### src/rtl/seven_segment_scan_capture.sv
`default_nettype none
// ============================================================================
// seven_segment_scan_capture
// Recovers BCD frames from a multiplexed active-low seven-segment display.
// Rev 1.0
// ============================================================================
module seven_segment_scan_capture #(
  parameter int NUM_DIGITS     = 4,
  parameter int SETTLE_CYCLES  = 16,
  parameter int TIMEOUT_CYCLES = 2097152
) (
  input  logic                    clck,
  input  logic                    reset,
  input  logic [6:0]              a_to_g,
  input  logic [7:0]              Anode_Activate,
  input  logic                    err_clr,
  output logic [4*NUM_DIGITS-1:0] digits,
  output logic [NUM_DIGITS-1:0]   digit_present,
  output logic [13:0]             value,
  output logic                    frame_valid,
  output logic                    display_on,
  output logic                    seg_error,
  output logic                    anode_error
);

  localparam int c_IW = (NUM_DIGITS > 1) ? $clog2(NUM_DIGITS) : 1;
  localparam int c_CW = $clog2(NUM_DIGITS + 1);
  localparam int c_SW = $clog2(SETTLE_CYCLES + 1);
  localparam int c_TW = $clog2(TIMEOUT_CYCLES + 1);

  typedef enum logic [0:0] {
    S_IDLE = 1'b0,
    S_SCAN = 1'b1
  } state_t;

  state_t                  r_state;
  logic [7:0]              r_an;
  logic [6:0]              r_seg;
  logic [7:0]              r_an_d;
  logic [6:0]              r_seg_d;
  logic [c_SW-1:0]         r_stab;
  logic [c_TW-1:0]         r_tmo;
  logic [NUM_DIGITS-1:0]   r_seen;
  logic [4*NUM_DIGITS-1:0] r_dreg;

  logic                    w_change;
  logic                    w_settle;
  logic [c_CW-1:0]         w_low_cnt;
  logic [c_IW-1:0]         w_idx;
  logic                    w_all_high;
  logic                    w_an_ok;
  logic [3:0]              w_bcd;
  logic                    w_seg_valid;
  logic                    w_seg_blank;
  logic                    w_cap;
  logic                    w_an_err_set;
  logic                    w_seg_err_set;
  logic [NUM_DIGITS-1:0]   w_onehot;
  logic [4*NUM_DIGITS-1:0] w_masked;
  logic [13:0]             w_value;

  // One capture per stable dwell: fire only on the cycle the counter hits the limit
  assign w_change = ({r_an, r_seg} != {r_an_d, r_seg_d});
  assign w_settle = !w_change && (r_stab == c_SW'(SETTLE_CYCLES - 1));

  always_comb begin
    w_low_cnt = '0;
    w_idx     = '0;
    for (int i = 0; i < NUM_DIGITS; i++) begin
      if (!r_an[i]) begin
        w_low_cnt = w_low_cnt + 1'b1;
        w_idx     = c_IW'(i);
      end
    end
  end

  assign w_all_high = &r_an;
  assign w_an_ok    = (w_low_cnt == c_CW'(1)) && (&r_an[7:NUM_DIGITS]);

  always_comb begin
    w_bcd       = 4'd0;
    w_seg_valid = 1'b1;
    w_seg_blank = 1'b0;
    case (r_seg)
      7'b0000001: w_bcd = 4'd0;
      7'b1001111: w_bcd = 4'd1;
      7'b0010010: w_bcd = 4'd2;
      7'b0000110: w_bcd = 4'd3;
      7'b1001100: w_bcd = 4'd4;
      7'b0100100: w_bcd = 4'd5;
      7'b0100000: w_bcd = 4'd6;
      7'b0001111: w_bcd = 4'd7;
      7'b0000000: w_bcd = 4'd8;
      7'b0000100: w_bcd = 4'd9;
      7'b1111111: begin
        w_seg_valid = 1'b0;
        w_seg_blank = 1'b1;
      end
      default:    w_seg_valid = 1'b0;
    endcase
  end

  assign w_cap         = w_settle && w_an_ok && w_seg_valid;
  assign w_an_err_set  = w_settle && !w_all_high && !w_an_ok;
  assign w_seg_err_set = w_settle && w_an_ok && !w_seg_valid && !w_seg_blank;
  assign w_onehot      = NUM_DIGITS'(1) << w_idx;

  // Digits not lit during the frame are published as zero
  generate
    for (genvar g = 0; g < NUM_DIGITS; g++) begin : g_mask
      assign w_masked[4*g +: 4] = r_seen[g] ? r_dreg[4*g +: 4] : 4'd0;
    end
  endgenerate

  always_comb begin
    w_value = '0;
    for (int i = NUM_DIGITS - 1; i >= 0; i--) begin
      w_value = (w_value * 14'd10) + {10'd0, w_masked[4*i +: 4]};
    end
  end

  always_ff @(posedge clck) begin
    if (reset) begin
      r_state       <= S_IDLE;
      r_an          <= '1;
      r_seg         <= '1;
      r_an_d        <= '1;
      r_seg_d       <= '1;
      r_stab        <= '0;
      r_tmo         <= '0;
      r_seen        <= '0;
      r_dreg        <= '0;
      digits        <= '0;
      digit_present <= '0;
      value         <= '0;
      frame_valid   <= 1'b0;
      display_on    <= 1'b0;
      seg_error     <= 1'b0;
      anode_error   <= 1'b0;
    end else begin
      r_an    <= Anode_Activate;
      r_seg   <= a_to_g;
      r_an_d  <= r_an;
      r_seg_d <= r_seg;

      if (w_change)
        r_stab <= '0;
      else if (r_stab != c_SW'(SETTLE_CYCLES))
        r_stab <= r_stab + 1'b1;

      frame_valid <= 1'b0;
      seg_error   <= w_seg_err_set | (seg_error & ~err_clr);
      anode_error <= w_an_err_set | (anode_error & ~err_clr);

      // A revisit of an already-seen digit closes the current frame
      if (w_cap) begin
        if (r_seen[w_idx]) begin
          digits        <= w_masked;
          digit_present <= r_seen;
          value         <= w_value;
          frame_valid   <= 1'b1;
          r_seen        <= w_onehot;
        end else begin
          r_seen[w_idx] <= 1'b1;
        end
        r_dreg[{w_idx, 2'b00} +: 4] <= w_bcd;
      end

      case (r_state)
        S_IDLE: begin
          r_tmo <= '0;
          if (w_cap) begin
            r_state    <= S_SCAN;
            display_on <= 1'b1;
          end
        end
        S_SCAN: begin
          if (w_cap) begin
            r_tmo <= '0;
          end else if (r_tmo >= c_TW'(TIMEOUT_CYCLES - 1)) begin
            r_state       <= S_IDLE;
            display_on    <= 1'b0;
            digit_present <= '0;
            r_seen        <= '0;
            r_tmo         <= c_TW'(TIMEOUT_CYCLES);
          end else begin
            r_tmo <= r_tmo + 1'b1;
          end
        end
        default: begin
          r_state    <= S_IDLE;
          display_on <= 1'b0;
        end
      endcase
    end
  end

endmodule
`default_nettype wire

### config.mk
export PLATFORM = sky130hd
export DESIGN_NAME = seven_segment_scan_capture
export DESIGN_NICKNAME = d
export VERILOG_FILES = /design/src/rtl/seven_segment_scan_capture.sv
export SDC_FILE = /design/constraint.sdc
export NUM_CORES = 1
export LEC_CHECK = 0
export CAP_MARGIN = 30
export CELL_PAD_IN_SITES_DETAIL_PLACEMENT = 2
export CELL_PAD_IN_SITES_GLOBAL_PLACEMENT = 2
export CORE_MARGIN = 5
export CORE_UTILIZATION = 36
export CTS_CLUSTER_DIAMETER = 50
export DETAILED_ROUTE_END_ITERATION = 16
export PLACE_DENSITY = 0.91
export REMOVE_ABC_BUFFERS = 1
export SETUP_SLACK_MARGIN = 0.02
export SYNTH_ARGS = -nofsm -noshare
export SYNTH_HDL_FRONTEND = slang
export SYNTH_SLANG_ARGS = --single-unit
### constraint.sdc
create_clock -name clck -period 7.4 [get_ports clck]
set_clock_uncertainty 0.05 [all_clocks]
set_input_delay 1.48 -clock clck [delete_from_list [all_inputs] [get_ports clck]]
set_output_delay 1.48 -clock clck [all_outputs]
set_load 0.005 [all_outputs]
# [Word-level counts from Yosys, hierarchy flattened]
# Cells that the tools add are included.
[totals] output_inout_bits=38 memories=0 mem_bits_rw=0 rom_bits=0 register_bits=116 wordCells=122 latch_bits=0 inputBits=18
[classes] shift=3 mul=3 div_mod_pow=0 order_cmp=3 addsub=9 n_reduce_logical=22 bitwise_logic=8 n_eq_ne=17 n_mux=41
[ops] operator="two-way mux 4 bit" n=14
[ops] operator="two-way mux 22 bit" n=2
[ops] operator="case mux 22 bit (2 select lines)" n=1
[ops] operator="case mux 4 bit (9 select lines)" n=1
[ops] operator="adder 22 x 1 -> 22 bit (second input constant)" n=1
[ops] operator="greater-or-equal comparator 22 x 21 -> 1 bit (second input constant)" n=1
[ops] operator="== test 7 bit (second input constant)" n=3
[ops] operator="bitwise mux 16 bit" n=1
[ops] operator="variable shift 4 x 6 -> 16 bit (first input constant)" n=1
[ops] operator="variable part select 4 x 6 -> 16 bit" n=1
[ops] operator="!= test 15 bit" n=1
[ops] operator="adder 13 x 4 -> 14 bit" n=1
[ops] operator="adder 14 x 4 -> 14 bit" n=1
[ops] operator="== test 7 x 3 -> 1 bit (second input constant)" n=2
[ops] operator="== test 7 x 6 -> 1 bit (second input constant)" n=2
[ops] operator="multiplier 14 x 3 -> 13 bit (second input constant)" n=1
[ops] operator="two-way mux 1 bit" n=13
[ops] operator="multiplier 9 x 3 -> 12 bit (second input constant)" n=1
[ops] operator="OR reduction 10 bit" n=1
[ops] operator="adder 3 x 1 -> 3 bit (second input constant)" n=3
[ops] operator="adder 8 x 4 -> 9 bit" n=1
[ops] operator="logical AND 1 bit" n=9
[ops] operator="two-way mux 3 bit" n=3
[ops] operator="AND reduction 8 bit" n=1
[ops] operator="28 further kinds" n=40

# [Longest topological paths before layout]
# Gate-level depths: netlist of run 1.
[logic_depth] word_depth=15 ltp_mapped=26 mapped_depth_nobuf=25

# [Worst setup path before layout of run 1]
# Ideal clock, no wire load.
[synth_timing] path_kind="reg-to-reg" start="reg r_seen[3]" end="reg value[13]" path_stages_with_launch=26 n_path_buf=1 setup_ns=0.086 synth_period_minus_slack_ns=5.704 required_time_ns=7.264 arrival_time_ns=5.568 setup_slack_ns=1.696 path_cell_list="dfxtp_1 clkbuf_1 nand2_1 inv_1 ha_1 ha_1 inv_1 fa_1 nor3b_2 xnor2_1 ha_1 ha_1 o21ai_0 a21oi_1 a21oi_1 nand3_1 xor2_1 ha_1 ha_1 a21o_1 a31o_2 a21o_1 a21oi_1 xnor3_1 xor2_1 a211oi_1"
[synth_between] elab_chain_len=7 elab_cells_between_ends=10 classes_between="3 x add/sub; 3 x mul; 3 x mux; 1 x reduce/logical"
[synth_rtl] item="from (decl)" line_no="43" source="logic [NUM_DIGITS-1:0] r_seen;"
[synth_rtl] item="from (signal assigned)" line_no="162" source="r_seen <= w_onehot;"
[synth_rtl] item="two-way mux 4 bit" line_no="111" source="assign w_masked[4*g +: 4] = r_seen[g] ? r_dreg[4*g +: 4] : 4'd0;"
[synth_rtl] item="named net w_masked[14]" line_no="59" source="logic [4*NUM_DIGITS-1:0] w_masked;"
[synth_rtl] item="multiplier 4 x 3 -> 7 bit" line_no="118" source="w_value = (w_value * 14'd10) + {10'd0, w_masked[4*i +: 4]};"
[synth_rtl] item="adder 8 x 4 -> 9 bit" line_no="118"
[synth_rtl] item="multiplier 9 x 3 -> 12 bit" line_no="118"
[synth_rtl] item="adder 13 x 4 -> 14 bit" line_no="118"
[synth_rtl] item="multiplier 14 x 3 -> 13 bit" line_no="118"
[synth_rtl] item="adder 14 x 4 -> 14 bit" line_no="118"
[synth_rtl] item="to (signal assigned)" line_no="160" source="value <= w_value;"
[synth_rtl] item="to (decl)" line_no="19" source="output logic [13:0] value,"
# The timed path passes the listed nets, and every way through them passes these cells. The select of a mux whose other input is x is not followed.
# A chain may end at the register's enable or synchronous reset.

# [Worst setup path in the final report of run 1]
# Same ends and word-level chain as after synthesis.

==> results of run 1 <==
## metal layers
layer	wire [µm]	part of all wire, %	GRT usage [%]	up-vias
met2	11550	53	41.16	97
met4	566	2.6	8.434	0
met3	591	2.7	4.651	44
met5	0	0	0	-
li1	-	-	-	2497
met1	9113	42	25.73	2718
## report_power, final
group | internal (mW) | total, mW | switching (mW)
clock network | 0.510 | 0.816 | 0.306
registers | 0.627 | 0.642 | 0.0144
logic | 0.0245 | 0.0520 | 0.0276
total | 1.16 | 1.51 | 0.348
## registers in the layout (all words and copies together), names as in the netlist, 4 cells and up
register,cells
r_dreg,16
r_tmo,22
r_stab,5
value,13
r_seen,4
digit_present,4
digits,16
r_an,8
r_seg,7
r_seg_d,7
r_an_d,8
## worst min-delay path: stages (launching register included)
cell and delay [ps]:
dfxtp_1 310, nand2_1 50, a21oi_1 50
## final cells by class
class                   count  area share, %
flip-flops and latches    115          30.54
repair buffers             59          8.035
clock inverters            10          1.411
inverters                  26          1.295
clock buffers              22          6.159
multi-input cells         535          48.82
well taps                 225          3.735
## cell usage after synthesis, types with 12 or more instances
cell type    n  area [µm²]
xor2_1      37       324.1
a21oi_1     48       240.2
inv_1       26       97.59
o21ai_0     15       75.07
and2_1      12       75.07
mux2i_1     16       160.2
xnor2_1     41       359.1
ha_1        53       663.1
a21o_1      12       90.09
nor3_1      12       60.06
nor2_1      71       266.5
nand3_1     23       115.1
clkbuf_1    17       63.81
or2_2       33       206.5
dfxtp_1    115        2302
nand2_1     71       266.5
## kinds of logic after synthesis
family          Yosys count
simple gates            271
flops                   115
compound gates          110
xor+xnor                 79
buf+inv                  59
fa+ha+maj                58
mux                      17
## per-stage QoR
step | setup slack (ps) | hold slack [ps] | util [%] | cells
6_report | 698.9 | 404.7 | 43.88 | 992
3_3_place_gp | 1501 | 391.9 | 40.25 | 957
3_5_place_dp | 834.8 | 402.0 | 40.41 | 958
4_1_cts | 740.5 | 409.3 | 43.74 | 990
5_1_grt | 237.8 | 443.3 | 43.88 | 992
2_1_floorplan | 1818 | 376.0 | - | 676
## placed cells by master, fill, tap and decap left out, types with 5 or more instances in the layout
master,n
a211oi_1,9
or2_2,33
nand2_1,71
clkbuf_16,17
o21ai_0,15
clkdlybuf4s50_1,54
nor3_1,12
ha_1,53
inv_1,26
and2_1,12
mux2i_1,16
nand4_1,5
a21o_1,12
nor2b_1,7
a21oi_1,48
xor2_1,37
xnor2_1,41
dfxtp_1,115
and3_1,11
fa_1,5
nor2_1,71
nand3_1,23
clkinv_2,6
## worst paths after layout
path / to / slack, ps / depth (start not counted)
setup / recovery: value[13] / 700 / 24
hold reg to reg: digits[6] / 400 / 2
setup reg to reg: value[13] / 700 / 24
hold / removal: digits[6] / 400 / 2
==> run metrics, run 1 <==
sequential-to-total area share from yosys stat 36.83%; Post-Syn Area 6251 µm²; hpwl dp 13,800 µm; fraction of registers with async set/reset 0%; Fin. Hold Viols 0; setup TNS 0 ps; Routed Antenna Nets 0; Hold Path Class reg2reg; CP Class reg2reg; 1st-iter DRT viols 250; DIE AREA 20,100 µm²; DRC viols 0; Max clock buf depth 2; Vias 5,356; Post-synth EDFFs 0; multi-input combinational cell area 3680 µm²; worst path required time 7690 ps; Clock Tree Root clkbuf_16; Synth Register Bits 115; Core Area 17,180 µm²; Synth Area in Compound Gates 10.83%; Post-Syn Area per Cell 8.817 µm²; crit path cell chain nand2_1 > inv_1 > ha_1 > ha_1 > inv_1 > fa_1 > nor3b_2 > xnor2_1 > ha_1 > ha_1 > o21ai_0 > a21oi_1 > a21oi_1 > nand3_1 > xor2_1 > ha_1 > ha_1 > a21o_1 > a31o_2 > a21o_1 > a21oi_1 > xnor3_1 > xor2_1 > a211oi_1; fin. max-slew vios 0; synth unique cells 61; final WL 21,820 µm; crit start category flip-flop; drt first pass iters 4; routability cong. 0.7704; GRT overflow 0; share of cells above drive strength 1 9.909%; FILL cells 1,860; Arrival @ worst endpoint 6990 ps; dpl cell area 6942 µm²; Synth Warn # 0; total track usage 22.54%; worst rel slew slack 34.96%; Critical Path Source r_seen[3]; row count 48; Mapped Cells 709; clk slew on worst S/H paths 60 ps; area grow syn2layout 20.58%; die height 141.8 µm; Via-to-Cell Ratio 5.399; largest net degree at the start of global routing 84; clock latency on the worst-skew pair 430 ps; RSZ-0062 raised after global routing no; first-pass GRT wire length 35,280 µm; slew at the pin closest to its max-slew limit 973.6 ps; CP max stage delay 610 ps; final instance area 7537 µm²; post-layout min period 6701 ps; Buffers on Ports 55; Max-cap violations 0; reg-to-reg critical path startpoint r_seen[3]; P_leak 3.011 nW; Worst VDD drop 152.8 µV; CP endpoint kind flip-flop; PD cells 200.3 nW/µm²; CP most frequent cell ha_1; fin crit share 90.56%; num ports 56; # resized after CTS 0; Avg WL per Cell 22.00 µm; CTS tree built; CTS sink count 115; initial antenna violation count 0; Post-Synth Simple-Gate Area 21.80%; status complete, no violations; CP max stage cell dfxtp_1; hold_buf cts 0; Total Power 1.510 mW; mux cell area share after synthesis 2.742%; largest family of logic cells by synthesized area simple AND/OR/NAND/NOR gates; Nets 830; Post-Synth XOR/XNOR Area 11.29%; total setup buffers inserted after CTS 0; Antenna Cells 0; fmax 149.2 MHz; CTS Buf Count 17; initial cell density of the core 36.39%; Top Family by Delay on Critical Path adder cells; Synth Area in Adders 12.21%; vias in the first global route 6,260; H-tree levels 4; largest fanout on the critical path 14; DIE WIDTH 141.8 µm; register area 2302 µm²; Synth Flop Type dfxtp_1; Crit path buffers/inverters 2; final setup violation count 0; hold path startpoint digits[6]
Note: power is estimated with default switching activity, not from simulation.
==> run 2, diff against run 1 <==
--- a/config.mk
+++ b/config.mk
@@ -12,7 +12,7 @@
 export CORE_UTILIZATION = 36
 export CTS_CLUSTER_DIAMETER = 50
 export DETAILED_ROUTE_END_ITERATION = 16
-export PLACE_DENSITY = 0.91
+export PLACE_DENSITY = 0.89
 export REMOVE_ABC_BUFFERS = 1
 export SETUP_SLACK_MARGIN = 0.02
 export SYNTH_ARGS = -nofsm -noshare
==> run metrics, run 2 (synthesized netlist as in run 1, its figures left out) <==
status complete, no violations; Max clock buf depth 2 (unchanged); total setup buffers inserted after CTS 0 (unchanged); post-placement cell count 958 (unchanged); Top Family by Delay on Critical Path adder cells; DIE WIDTH 141.8 µm (unchanged); share of cells above drive strength 1 9.909% (unchanged); CP max stage delay 630 ps (+20 ps); FILL cells 1,851 (-0.48%); Crit path buffers/inverters 2 (unchanged); register area 2302 µm² (unchanged); largest fanout on the critical path 14 (unchanged); Clock Tree Root clkbuf_16; num ports 56 (unchanged); 1st-iter DRT viols 305 (+22%); worst rel slew slack 33.42% (-1.5 points); worst path required time 7690 ps (about the same); # resized after CTS 0 (unchanged); crit start category flip-flop; Core Area 17,180 µm² (unchanged); Vias 5,332 (-0.45%); CTS sink count 115 (unchanged); Via-to-Cell Ratio 5.375 (-0.45%); Buffers on Ports 55 (unchanged); vias in the first global route 6,071 (-3.0%); H-tree levels 4 (unchanged); Top reg by flops r_tmo; slew at the pin closest to its max-slew limit 996.7 ps (+23.10 ps); clk slew on worst S/H paths 60 ps (about the same); fin crit share 91.69% (+1.1 points); PD cells 205.4 nW/µm² (+2.5%); initial antenna violation count 0 (unchanged); CP most frequent cell ha_1; routability cong. 0.7662 (-0.55%); fmax 147.4 MHz (-1.2%); P_leak 3.028 nW (+0.57%); DIE AREA 20,100 µm² (unchanged); row count 48 (unchanged); most frequent cells in the layout dfxtp_1, nand2_1, nor2_1; die height 141.8 µm (unchanged); Max-cap violations 0 (unchanged); multi-input combinational cell area 3680 µm² (unchanged); Fin. Hold Viols 0 (unchanged); total track usage 21.65% (-0.89 points); hold_buf cts 0 (unchanged); setup TNS 0 ps (unchanged); fin. max-slew vios 0 (unchanged); drt first pass iters 5 (+1); CTS Buf Count 17 (unchanged); GRT overflow 0 (unchanged); post-layout min period 6785 ps (+83.71 ps); final setup violation count 0 (unchanged); DP Worst Slack 1057 ps (+222.5 ps); initial cell density of the core 36.39% (unchanged); CTS tree built; CP max stage cell dfxtp_1; Avg WL per Cell 21.74 µm (-1.2%); CP Class reg2reg; final WL 21,570 µm (-1.2%); hpwl dp 13,260 µm (-3.9%); most common cell after layout, fill and taps aside dfxtp_1; Largest register FFs 22 (unchanged); largest net degree at the start of global routing 84 (unchanged); final worst slack 615.2 ps (-83.71 ps); Worst VDD drop 169.8 µV (+11%); CP endpoint kind flip-flop; clock latency on the worst-skew pair 430 ps (about the same); DRC viols 0 (unchanged); area grow syn2layout 21.14%; Arrival @ worst endpoint 7070 ps (+80 ps); Routed Antenna Nets 0 (unchanged); RSZ-0062 raised after global routing no; Antenna Cells 0 (unchanged); post-route insts no fill 992 (unchanged); Nets 830 (unchanged); Hold Path Class reg2reg; first-pass GRT wire length 33,970 µm (-3.7%); Regs by FF count r_tmo (22), digits (16), r_dreg (16)
## run 2: power by group
part | switching, mW | internal [mW]
logic | 0.0262 | 0.0245
registers | 0.0142 | 0.627
clock network | 0.308 | 0.555
total | 0.349 | 1.21
## run 2: metal layers
metal  share of wire (%)  vias up  global-route usage [%]  wire length (µm)
li1                    -     2486                       -                 -
met1                  41     2673                   24.37              8837
met2                  53      115                   39.49             11460
met3                 3.0       58                   4.685               641
met4                 2.9        0                   8.737               623
met5                   0        -                       0                 0
## run 2: worst paths after layout
path	to	slack (ps)	cells after the start	startpoint
worst max-delay path	value[13]	620	25	r_seen[3]
worst min-delay path	digits[11]	400	2	digits[11]
worst max register to register	value[13]	620	25	r_seen[3]
worst min register to register	digits[11]	400	2	digits[11]
## run 2: final cells by class
type,instances,share of cell area (%)
clock buffer,23,6.312
clock inverter,9,1.685
inverter,26,1.289
multi-input combinational,535,48.60
sequential,115,30.40
tap,225,3.718
timing repair buffer,59,7.997
## run 2: per-stage QoR
stage | util (%) | hold slack, ps | area, µm² | power, mW
after floorplan | - | 376.0 | 6080 | 0.6744
after global placement | 40.25 | 389.7 | 6914 | 0.6955
after detailed placement | 40.41 | 402.2 | 6942 | 0.7009
after CTS | 43.94 | 409.8 | 7547 | 1.565
after global routing | 44.09 | 422.4 | 7572 | 1.598
final | 44.09 | 404.8 | 7572 | 1.555
## run 2: worst register-to-register path: stages (launching register included)
cell and delay, ps:
dfxtp_1 630, nand2_1 190, inv_1 150, ha_1 160, ha_1 170, inv_1 70, fa_1 560, nor3b_2 290
xnor2_1 200, ha_1 280, ha_1 370, o21ai_0 340, a21oi_1 130, a21oi_1 310, nand3_1 210, xor2_1 300
ha_1 280, ha_1 340, o21ai_0 120, a31oi_1 310, o22ai_1 180, xnor2_1 310, nand3_1 140, xnor3_1 220
xor2_1 180, a211oi_1 220
